### config.mk
export PLATFORM = sky130hd
export DESIGN_NAME = ir_prefetch_queue
export DESIGN_NICKNAME = d
export VERILOG_FILES = /design/src/rtl/ir_prefetch_queue.sv
export SDC_FILE = /design/constraint.sdc
export NUM_CORES = 1
export LEC_CHECK = 0
export CAP_MARGIN = 20
export CORE_ASPECT_RATIO = 1.2
export CORE_MARGIN = 2
export CORE_UTILIZATION = 54
export CTS_BUF_LIST = sky130_fd_sc_hd__clkbuf_4 sky130_fd_sc_hd__clkbuf_8
export CTS_CLUSTER_SIZE = 24
export DETAILED_ROUTE_END_ITERATION = 10
export DONT_BUFFER_PORTS = 1
export GPL_ROUTABILITY_DRIVEN = 0
export PLACE_DENSITY_LB_ADDON = 0.25
export SLEW_MARGIN = 20
export SYNTH_ARGS = -nofsm -noshare
export SYNTH_HDL_FRONTEND = slang
export SYNTH_SLANG_ARGS = --single-unit
### constraint.sdc
create_clock -name Clock -period 4 [get_ports Clock]
set_input_delay 1 -clock Clock [delete_from_list [all_inputs] [get_ports Clock]]
set_output_delay 1 -clock Clock [all_outputs]
set_load 0.05 [all_outputs]
### src/rtl/ir_prefetch_queue.sv
// Instruction prefetch FIFO feeding the IR; fetches over req/ack, flushes on PC load.
// Define PREFETCH_STATS_EN to add the saturating discard_count output.
module ir_prefetch_queue #(
    parameter int NrOfBits = 16,
    parameter int AddrBits = 12,
    parameter int Depth    = 4
) (
    input  logic                Clock,
    input  logic                Reset,
    input  logic                Tick,
    input  logic                pc_load,
    input  logic [AddrBits-1:0] pc_value,
    output logic                mem_req,
    output logic [AddrBits-1:0] mem_addr,
    input  logic                mem_ack,
    input  logic [NrOfBits-1:0] mem_rdata,
    input  logic                ir_ready,
    output logic                ir_load,
    output logic [NrOfBits-1:0] ir_data,
    output logic [AddrBits-1:0] ir_pc,
    output logic                empty,
    output logic                full
`ifdef PREFETCH_STATS_EN
    ,
    output logic [15:0]         discard_count
`endif
);

    localparam int PW = $clog2(Depth);
    localparam int CW = PW + 1;
    localparam logic [CW-1:0] DEPTH_C = CW'(Depth);

    typedef enum logic [1:0] {
        IDLE    = 2'd0,
        REQ     = 2'd1,
        DISCARD = 2'd2
    } state_t;

    state_t              state_q, state_d;
    logic [AddrBits-1:0] addr_q, addr_d;
    logic [AddrBits-1:0] fetch_q, fetch_d;

    logic [NrOfBits-1:0] data_mem [Depth];
    logic [AddrBits-1:0] pc_mem   [Depth];
    logic [PW-1:0]       rd_q, wr_q;
    logic [CW-1:0]       count_q;
    logic [CW-1:0]       cnt_after;

    logic push, pop, flush;

    assign empty    = (count_q == '0);
    assign full     = (count_q == DEPTH_C);
    assign mem_req  = (state_q != IDLE);
    assign mem_addr = addr_q;

    assign ir_load = Tick & ir_ready & ~empty & ~pc_load;
    assign ir_data = empty ? '0 : data_mem[rd_q];
    assign ir_pc   = empty ? '0 : pc_mem[rd_q];

    assign pop       = ir_load;
    assign flush     = Tick & pc_load;
    assign cnt_after = count_q + CW'(1) - CW'(pop);

    always_comb begin
        state_d = state_q;
        addr_d  = addr_q;
        fetch_d = fetch_q;
        push    = 1'b0;
        if (Tick) begin
            if (pc_load) begin
                fetch_d = pc_value;
                unique case (state_q)
                    IDLE: begin
                        state_d = REQ;
                        addr_d  = pc_value;
                    end
                    REQ: begin
                        if (mem_ack) addr_d = pc_value;
                        else         state_d = DISCARD;
                    end
                    default: ;
                endcase
            end else begin
                unique case (state_q)
                    IDLE: begin
                        if (count_q < DEPTH_C) begin
                            state_d = REQ;
                            addr_d  = fetch_q;
                        end
                    end
                    REQ: begin
                        if (mem_ack) begin
                            push    = 1'b1;
                            fetch_d = addr_q + AddrBits'(1);
                            if (cnt_after < DEPTH_C)
                                addr_d = addr_q + AddrBits'(1);
                            else
                                state_d = IDLE;
                        end
                    end
                    default: begin
                        if (mem_ack) begin
                            state_d = REQ;
                            addr_d  = fetch_q;
                        end
                    end
                endcase
            end
        end
    end

    always_ff @(posedge Clock) begin
        if (!Reset) begin
            state_q <= IDLE;
            addr_q  <= '0;
            fetch_q <= '0;
        end else begin
            state_q <= state_d;
            addr_q  <= addr_d;
            fetch_q <= fetch_d;
        end
    end

    // Storage is not reset; the head outputs are masked while empty.
    always_ff @(posedge Clock) begin
        if (!Reset) begin
            rd_q    <= '0;
            wr_q    <= '0;
            count_q <= '0;
        end else if (flush) begin
            rd_q    <= '0;
            wr_q    <= '0;
            count_q <= '0;
        end else begin
            if (push) begin
                data_mem[wr_q] <= mem_rdata;
                pc_mem[wr_q]   <= addr_q;
                wr_q           <= wr_q + PW'(1);
            end
            if (pop) rd_q <= rd_q + PW'(1);
            count_q <= count_q + CW'(push) - CW'(pop);
        end
    end

`ifdef PREFETCH_STATS_EN
    logic [15:0] disc_q;
    logic [16:0] disc_sum;
    logic        drop;

    // An ack is lost on a flush from a busy state, or while discarding.
    assign drop = Tick & mem_ack &
                  (pc_load ? (state_q != IDLE) : (state_q == DISCARD));

    always_comb begin
        disc_sum = {1'b0, disc_q}
                 + 17'(flush ? count_q : '0)
                 + 17'(drop);
    end

    always_ff @(posedge Clock) begin
        if (!Reset)
            disc_q <= '0;
        else
            disc_q <= disc_sum[16] ? 16'hFFFF : disc_sum[15:0];
    end

    assign discard_count = disc_q;
`endif

endmodule
* Yosys cells after proc, flatten, opt, wreduce, memory -nomap -nowiden
Memory sizes are Yosys's and may differ from the RTL's. A register that Yosys moved wholly into a read port is not among the register bits.
Cells that the tools add are included.
** Word-level totals
- Register bits :: 33
- RAM bits :: 112
- Output and inout port bits :: 44
- Memories kept :: 2
** Operators by class
- Add/subtract/negate cells :: 7
- Magnitude comparators :: 2
- Equality and inequality tests :: 9
- Muxes and demuxes :: 33
- Bitwise logic cells :: 7
- Reductions and logical operators :: 10
** Memory list
- data_mem :: depth 4, width 16, rd ports 1, clocked after Yosys merged registers in 1, write ports 1, RTL line 43 : logic [NrOfBits-1:0] data_mem [Depth];
- pc_mem :: depth 4, width 12, rd ports 1, clocked after Yosys merged registers in 1, write ports 1, RTL line 44 : logic [AddrBits-1:0] pc_mem [Depth];
** Operator list (number)
- two-way mux 12 bit :: 10
- one-hot mux 12 bit (2 select lines) :: 2
- two-way mux 2 bit :: 10
- two-way mux 16 bit :: 1
- != test 3 bit (second input constant) :: 5
- adder 12 x 1 -> 12 bit (second input constant) :: 1
- two-way mux 1 bit :: 8
- one-hot mux 2 bit (2 select lines) :: 2
- AND reduction 7 bit :: 1
- less-than comparator 3 bit (second input constant) :: 2
- AND reduction 6 bit :: 1
- nonzero test 2 bit :: 3
- subtractor 3 x 1 -> 3 bit :: 2
- adder 2 x 1 -> 2 bit (second input constant) :: 2
- AND 1 bit :: 4
- adder 3 x 1 -> 3 bit :: 1
- adder 3 x 1 -> 3 bit (second input constant) :: 1
- == test 3 bit (second input constant) :: 1
- zero test 3 bit :: 1
- != test 3 x 1 -> 1 bit (second input constant) :: 1
- inverter 1 bit :: 3
- AND reduction 3 bit :: 1
- nonzero test 3 bit :: 1
- == test 2 x 1 -> 1 bit (second input constant) :: 1
- 3 further kinds :: 3

* Depth between registers and ports, before layout
Gate-level depths: netlist of the first run.
- Word-level depth :: 10
- Mapped depth :: 12
- Gate-level depth less buffers :: 11

* Worst setup path after synthesis of the first run
OpenSTA, ideal clock, no wires.
- Kind :: input-to-reg
- Start point :: input pc_load
- End point :: register count_q[2]
- Setup time :: 0.118 ns
- Data arrival time :: 3.243 ns
- Setup slack :: 0.639 ns
- Stages :: 10
- Path buffers :: 1
- Cells stage by stage :: buf_6 -> nand3b_1 -> nor2_1 -> ha_1 -> inv_1 -> ha_1 -> fa_1 -> xnor2_1 -> xnor2_1 -> nor2_1
** On the way
- Elaborated cells on any way between the ends :: 8
** RTL lines
- start: declaration :: RTL line 11 : input logic pc_load,
- inverter 1 bit :: RTL line 56 : assign ir_load = Tick & ir_ready & ~empty & ~pc_load;
- AND 1 bit :: RTL line 56
- named net ir_load :: RTL line 18 : output logic ir_load,
- subtractor 3 x 1 -> 3 bit :: RTL line 141 : count_q <= count_q + CW'(push) - CW'(pop);
- end signal: assignment :: RTL line 141
- end: declaration :: RTL line 46 : logic [CW-1:0] count_q;
The timed path passes the listed nets, and every way through them passes these cells.
A chain may end at the register's enable or synchronous reset.

==> impl_metrics.tcl, run 1 <==
set metrics [dict create \
    outcome "completed" \
    post-route-drc-count 0 \
    finalSetupViolations 0 \
    port_buffers 0 \
    end_kind "output port" \
    slew_headroom 0.374 \
    cp_cell_sequence "buf_4 -> mux4_2 -> nor2b_1 -> buf_4" \
    grt_pass1_wl_mm 18.7 \
    wire_per_inst_um 18.4 \
    cts_tree "built" \
    syn_area_um2 6300 \
    nets 515 \
    post-route-util 0.623 \
    die_w_um 103 \
    ys_top_cells_by_count "112 x edfxtp_1, 40 x nand2_1, 35 x dfxtp_1, 30 x nor2b_1, 28 x mux4_2" \
    slowest_delay_ns 0.53 \
    cts_buffer_depth 2 \
    htreeDepth 4 \
    ys.flop_type "edfxtp_1" \
    yosysTopAreaCellShare 0.534 \
    routed-via-count 3726 \
    worstMarginPinSlew_ns 0.937 \
    p_leak_nw 2.40 \
    cp_common_cell "buf_4" \
    syn_inst 439 \
    drtIter0Drc 212 \
    regArea_um2 4070 \
    grt_overflow 0 \
    critPathArrivalTime_ns 2.13 \
    hold_path_class "register to register" \
    power_density_nw_per_um2 453 \
    hold_buffers 0 \
    ff2ff_path_depth 12 \
    rrSetupSlack_ns 1.58 \
    ys_types 51 \
    dpl.hpwl_mm 7.55 \
    critPathRequiredTime_ns 3.00 \
    finalSetupTns_ns 0 \
    insertion_delay_ns 0.43 \
    synthTopCellsByArea "edfxtp_1 53%, dfxtp_1 11%, mux4_2 10%, nor2b_1 3.0%, nand2_1 2.4%" \
    cp_slowest_cell "mux4_2" \
    hp-start "fetch_q[2]" \
    finalCritPeriodShare 0.783 \
    antenna_left 0 \
    post_cts_buffers 0 \
    synth-edff-count 112 \
    whs_path_depth 2 \
    async_reset_ff_frac 0 \
    rsz0062_at_grt "no" \
    core_area_um2 11500 \
    r2r-end "count_q[2]" \
    hold_viol_final 0 \
    yosys_register_bits 147 \
    viasPerCell 5.79 \
    clk_pin_slew_ns 0.07 \
    ys_seq_area_frac 0.645 \
    grt_pass1_vias 3630 \
    fillers 868 \
    fp.dieH_um 122 \
    reg2reg_from "state_q[0]" \
    grt_max_degree 40 \
    io_pins 78 \
    drv_cap 0 \
    wirelength_mm 11.9 \
    clock-sinks 147 \
    final.min_clock_period_ns 3.13 \
    design.die.area_um2 12600 \
    n_antenna_cell 0 \
    synth_top_cell_by_area "edfxtp_1" \
    fmax_mhz 319 \
    multi_input_area_um2 2060 \
    cts_resized 0 \
    ys_warn_count 0 \
    skew_ns 0.0134 \
    drive_gt1_frac 0.233 \
    worstSetupPathType "register to output port" \
    hold_end "fetch_q[2]" \
    yosys.cell_count.top_type "edfxtp_1" \
    cts_buffers 17 \
    synth_nets 481 \
    peakVddDrop_mv 0.217 \
    maxSlewViolCount 0 \
    critPathLaunchType "register" \
    antenna_found_initial 0 \
    drt_first_pass_iters 5 \
    initial_utilization 0.550 \
    area_growth_pct 13.3 \
    syn_area_per_cell_um2 14.4 \
    crit_fanout 11 \
    root_buffer "clkbuf_8" \
    track_usage 0.202 \
    std_cell_rows 43 \
]
-- cells in the final DEF (no fill, tap or decap), drive strengths merged, types with 4 or more instances in the layout --
cell | synthesis | final
edfxtp | 112 | 112
buf | 13 | 41
nand2 | 40 | 40
dfxtp | 35 | 35
nor2b | 30 | 30
mux4 | 28 | 28
o21ai | 24 | 24
nor2 | 23 | 23
clkbuf | 13 | 20
a21oi | 15 | 15
inv | 11 | 11
nand3 | 10 | 10
and3 | 8 | 8
xnor2 | 8 | 8
ha | 7 | 7
bufinv | 0 | 6
a311oi | 6 | 6
a211oi | 5 | 5
clkinv | 0 | 5
o31ai | 4 | 4
a211o | 4 | 4
xor2 | 4 | 4
-- worst max-delay path, delay by kind of cell (launching register included) --
family,cells,cell delay (ns)
muxes,1,0.53
and+or+nand+nor,1,0.16
buffers and inverters,2,0.53
DFF,1,0.48
-- report_power, final --
group	switching, mW	internal [mW]
clock	0.505	0.818
combinational	0.0997	0.0585
sequential	0.0809	1.67
total	0.686	2.55
-- cells by family after synthesis --
family | share of synthesized area
adders and majority gates | 0.0171
xor gates and xnor gates | 0.0167
and+or+nand+nor | 0.109
AOI/OAI and AO/OA | 0.0780
buffers and inverters | 0.0298
muxes | 0.105
DFF | 0.645
-- per-stage QoR --
stage | cell area, µm² | power [mW] | hold WS (ns) | worst slack [ns] | std cells
2_1_floorplan | 6300 | 1.91 | 0.432 | 0.639 | 439
3_3_place_gp | 6670 | 1.93 | 0.439 | 0.943 | 611
3_5_place_dp | 6670 | 1.94 | 0.447 | 0.859 | 611
4_1_cts | 7140 | 3.26 | 0.459 | 0.788 | 643
5_1_grt | 7140 | 3.34 | 0.483 | 0.702 | 643
6_report | 7140 | 3.23 | 0.457 | 0.869 | 643
-- sequential cells by signal, summed over array words and instances (netlist names), named ones only --
name / flops
wr_q: 2
rd_q: 2
mem_addr: 12
pc_mem: 48
state_q: 2
data_mem: 64
count_q: 3
fetch_q: 12
-- metal layers --
metal | GRT usage | wire [µm] | share of wire
met5 | 0 | 0 | 0
met4 | 0.0875 | 167 | 0.014
met3 | 0.0638 | 795 | 0.067
met2 | 0.326 | 6100 | 0.51
met1 | 0.249 | 4800 | 0.40
-- worst max path at each step --
stage	startpoint	end	slack, ns	cells after the start
after CTS	register	ir_pc[10]	0.79	4
after global routing	register	ir_pc[7]	0.70	4
after global placement	pc_load	count_q[2]	0.94	12
after detailed placement	pc_load	count_q[2]	0.86	12
after floorplan	pc_load	count_q[2]	0.64	10
final	register	ir_pc[10]	0.87	4
-- layout make-up --
type,instances,area share
clock inverters,12,0.0294
clock buffers,20,0.0359
flip-flops and latches,147,0.570
repair buffers,41,0.0431
inverters,11,0.00578
well taps,157,0.0275
multi-input cells,255,0.289
No activity file was read; power rests on OpenSTA's default activity.
==> run 2, diff against run 1 <==
clock period = 2.88 ns   (was 4 ns; I/O delays follow)
==> run 2 against run 1 <==
  * Sequential cell count stayed put
  * Register-to-register slack worse by 0.98 ns
  * Largest cell class unchanged
  * Routed wire length hardly changed
  * Sequential share of layout area is 0.73 points lower
  * Via count is 1.4% lower
  * Largest power group unchanged
  * Critical path type unchanged
  * Clock power is 38% higher
  * Clock-buffer cell count is 2 higher
==> impl_metrics.tcl, run 2 (synthesis gave the netlist of run 1 again) <==
set metrics [dict create \
    critPathArrivalTime_ns 1.95 \
    viasPerCell 5.62 \
    hold_path_class "input port to register" \
    reg2reg_from "state_q[0]" \
    final_cell_mix "112 x edfxtp_1, 50 x buf_4, 40 x nand2_1, 34 x dfxtp_1, 30 x nor2b_1" \
    grt_overflow 0 \
    maxSlewViolCount 0 \
    design.die.area_um2 12600 \
    std_cell_rows 43 \
    end_kind "output port" \
    peakVddDrop_mv 0.277 \
    nets 525 \
    hold_viol_final 0 \
    post-route-drc-count 0 \
    finalSetupTns_ns 0 \
    drtIter0Drc 183 \
    initial_utilization 0.550 \
    grt_pass1_vias 3667 \
    dpl.hpwl_mm 7.30 \
    cts_buffer_depth 2 \
    die_w_um 103 \
    root_buffer "clkbuf_8" \
    p_leak_nw 2.46 \
    preCtsSetupSlack_ns 0.423 \
    grt_pass1_wl_mm 18.3 \
    rrSetupSlack_ns 0.60 \
    fmax_mhz 374 \
    post_cts_buffers 0 \
    core_area_um2 11500 \
    largest_register_ffs 64 \
    r2r-end "count_q[2]" \
    crit_fanout 28 \
    antenna_found_initial 0 \
    insertion_delay_ns 0.43 \
    track_usage 0.197 \
    clk_pin_slew_ns 0.08 \
    hold_buffers 0 \
    finalCritPeriodShare 0.928 \
    top_regs "data_mem: 64 flops, pc_mem: 48 flops" \
    power_density_nw_per_um2 621 \
    top_register "data_mem" \
    final.min_clock_period_ns 2.67 \
    critPathLaunchType "register" \
    port_buffers 0 \
    io_pins 78 \
    routed-via-count 3673 \
    rsz0062_at_grt "no" \
    critPathRequiredTime_ns 2.16 \
    wirelength_mm 11.8 \
    area_growth_pct 14.7 \
    cts_buffers 17 \
    fillers 836 \
    antenna_left 0 \
    drv_cap 0 \
    final_common_cell "edfxtp_1" \
    drive_gt1_frac 0.252 \
    skew_ns 0.00799 \
    cts_tree "built" \
    n_antenna_cell 0 \
    worst_slack_ns 0.206 \
    htreeDepth 4 \
    clock-sinks 147 \
    cp-endpoint "ir_pc[8]" \
    fp.dieH_um 122 \
    cts_resized 0 \
    outcome "completed" \
    worstMarginPinSlew_ns 0.799 \
    wire_per_inst_um 18.1 \
    finalSetupViolations 0 \
    drt_first_pass_iters 5 \
    grt_max_degree 40 \
    ff2ff_path_depth 11 \
    worstSetupPathType "register to output port" \
    slew_headroom 0.467 \
]
## run 2: critical path: stages (launching register included)
cell and delay (ns):
dfxtp_2 0.34, buf_12 0.24, mux4_2 0.54, nor2b_1 0.17, buf_4 0.22
## run 2: power by group
part / leakage [nW] / internal, mW / switching (mW)
logic: 0.919 / 0.0976 / 0.203
registers: 1.30 / 2.32 / 0.0499
clock network: 0.233 / 1.11 / 0.710
total: 2.46 / 3.53 / 0.962
## run 2: worst min-delay path by stage
| stage | cells past startpoint | slack, ns | from | end |
|---|---|---|---|---|
| 4_1_cts | 0 | 0.34 | mem_rdata[4] | data_mem[2][4] |
| 6_report | 0 | 0.38 | mem_rdata[4] | data_mem[2][4] |
| 2_1_floorplan | 2 | 0.43 | fetch_q[0] | fetch_q[0] |
| 5_1_grt | 0 | 0.35 | mem_rdata[4] | data_mem[2][4] |
| 3_5_place_dp | 2 | 0.45 | fetch_q[2] | fetch_q[2] |
| 3_3_place_gp | 2 | 0.44 | fetch_q[0] | fetch_q[0] |
## run 2: layout make-up
class / count / area, µm² / share of cell area
multi-input combinational: 255 / 2060 / 0.285
inverter: 11 / 41.3 / 0.00571
sequential: 147 / 4070 / 0.562
tap: 157 / 196 / 0.0272
timing repair buffer: 51 / 395 / 0.0547
clock buffer: 22 / 290 / 0.0401
clock inverter: 10 / 179 / 0.0247
## run 2: routing by layer
metal  track usage  vias up  routed length, µm
met5             0        -                  0
met4        0.0725        0                 92
met3        0.0695        4                852
met2         0.326      106               6120
met1         0.238     1817               4790
li1              -     1746                  -
## run 2: metrics by stage
step	total power [mW]	instances	area, µm²	hold WS, ns	utilization
2_1_floorplan	2.65	439	6300	0.432	-
3_3_place_gp	2.71	621	6760	0.439	0.590
3_5_place_dp	2.71	621	6760	0.445	0.590
4_1_cts	4.53	653	7230	0.344	0.631
5_1_grt	4.64	653	7230	0.345	0.631
6_report	4.49	653	7230	0.376	0.631
==> run 3, diff against run 2 <==
CORE_UTILIZATION = 40   (was 54)
CTS_BUF_LIST = sky130_fd_sc_hd__clkbuf_2   (was sky130_fd_sc_hd__clkbuf_4 sky130_fd_sc_hd__clkbuf_8)
==> run 3 against run 2 <==
  * Clock skew is 0.033 ns higher
  * Clock power fell by 20%
  * Largest power group unchanged
  * Highest routed layer unchanged
  * Die area increased by 34%
  * Routed wire length increased by 13%
  * Total power shrank 6.7%
  * Sequential share of layout area down 3.8 points
  * First-iteration DRC count up 22%
  * Sequential cell count is the same
  * Largest cell class unchanged
  * Global-route usage shrank 3.2 points
==> impl_metrics.tcl, run 3 (synthesis gave the netlist of run 1 again) <==
set metrics [dict create \
    fp.dieH_um 142 \
    fillers 1371 \
    root_buffer "clkbuf_2" \
    top_regs "data_mem: 64 flops, pc_mem: 48 flops" \
    insertion_delay_ns 0.70 \
    grt_max_degree 40 \
    clk_pin_slew_ns 0.21 \
    critPathRequiredTime_ns 2.16 \
    skew_ns 0.0414 \
    nets 553 \
    port_buffers 0 \
    maxSlewViolCount 0 \
    critPathArrivalTime_ns 2.15 \
    worst_slack_ns 0.00958 \
    post-route-util 0.501 \
    antenna_left 0 \
    regArea_um2 4070 \
    die_w_um 119 \
    initial_utilization 0.406 \
    finalSetupViolations 0 \
    core_area_um2 15500 \
    routed-via-count 3868 \
    design.die.area_um2 16800 \
    finalCritPeriodShare 0.997 \
    drtIter0Drc 223 \
    end_kind "output port" \
    peakVddDrop_mv 0.262 \
    htreeDepth 4 \
    rsz0062_at_grt "yes" \
    n_antenna_cell 0 \
    std_cell_rows 50 \
    post-route-drc-count 0 \
    critPathLaunchType "register" \
    wirelength_mm 13.4 \
    drive_gt1_frac 0.303 \
    grt_pass1_vias 3833 \
    final_common_cell "edfxtp_1" \
    top_register "data_mem" \
    drt_first_pass_iters 5 \
    crit_fanout 6 \
    area_growth_pct 23.3 \
    largest_register_ffs 64 \
    final.min_clock_period_ns 2.87 \
    fin_area_um2 7770 \
    final_cell_mix "112 x edfxtp_1, 40 x nand2_1, 31 x dfxtp_1, 28 x mux4_2" \
    multi_input_area_um2 2240 \
    reg2reg_from "count_q[1]" \
    slowest_delay_ns 0.50 \
    cp_common_cell "buf_4" \
    cp_top_family "flip-flops" \
    slew_headroom 0.449 \
    antenna_found_initial 0 \
    grt_overflow 0 \
    cts_buffers 17 \
    fmax_mhz 348 \
    hold_viol_final 0 \
    cts_buffer_depth 2 \
    hp-start "Tick" \
    cts_tree "built" \
    wire_per_inst_um 18.3 \
    dpl.hpwl_mm 8.09 \
    grt_pass1_wl_mm 21.0 \
    clock-sinks 147 \
    power_density_nw_per_um2 539 \
    place_area_um2 6860 \
    drv_cap 0 \
    preCtsSetupSlack_ns 0.379 \
    io_pins 78 \
    outcome "completed" \
    worstSetupPathType "register to output port" \
    p_leak_nw 2.70 \
    cp_slowest_cell "dfxtp_4" \
    track_usage 0.165 \
    worstMarginPinSlew_ns 0.826 \
    hold_path_class "input port to register" \
    cp_cell_sequence "buf_4 -> mux4_2 -> nor2b_1 -> buf_4" \
    viasPerCell 5.28 \
    power_mw 4.19 \
    path_buf_inv 2 \
]
run 3: area by class of cell:
| class | instances | share of cell area |
|---|---|---|
| clock buffers | 17 | 0.0109 |
| clock inverters | 15 | 0.0303 |
| inverters | 11 | 0.00531 |
| multi-input cells | 255 | 0.288 |
| flip-flops and latches | 147 | 0.524 |
| well taps | 208 | 0.0335 |
| repair buffers | 79 | 0.108 |
run 3: path summary, 6_finish.rpt:
kind / to / slack (ns) / cells past startpoint
setup reg to reg: count_q[2] / 0.49 / 11
setup / recovery: ir_pc[4] / 0.01 / 4
hold / removal: state_q[0] / 0.11 / 1
hold reg to reg: fetch_q[4] / 0.47 / 2
run 3: routing by layer:
metal | GRT usage | wire, µm | vias to the layer above | share of wire
met5 | 0 | 0 | - | 0
met4 | 0.0589 | 174 | 0 | 0.013
met3 | 0.0571 | 916 | 19 | 0.068
met2 | 0.272 | 6680 | 126 | 0.50
met1 | 0.203 | 5620 | 1910 | 0.42
li1 | - | - | 1813 | -
run 3: through the flow:
step | TNS (ns) | std cells | hold slack, ns
floorplan | 0 | 439 | 0.432
CTS | -2.63 | 713 | 0.0000220
finish | 0 | 732 | 0.109
detailed placement | 0 | 675 | 0.452
global placement | 0 | 675 | 0.439
global route | -4.45 | 732 | 0.00328
run 3: what timing repair did:
action,4_1_cts,5_1_grt
gates cloned,2,0
buffers inserted,2,3
hold buffers,2,16
pin swaps,0,1
endpoints found under the setup margin,28,28
endpoints found under the hold margin,5,60
gates resized for setup,65,21
run 3: report_power, final:
part           internal, mW  switching (mW)  leakage [nW]  total [mW]
Sequential             2.32          0.0536          1.30        2.37
Combinational         0.134           0.225          1.21       0.359
Clock                 0.740           0.721         0.181        1.46
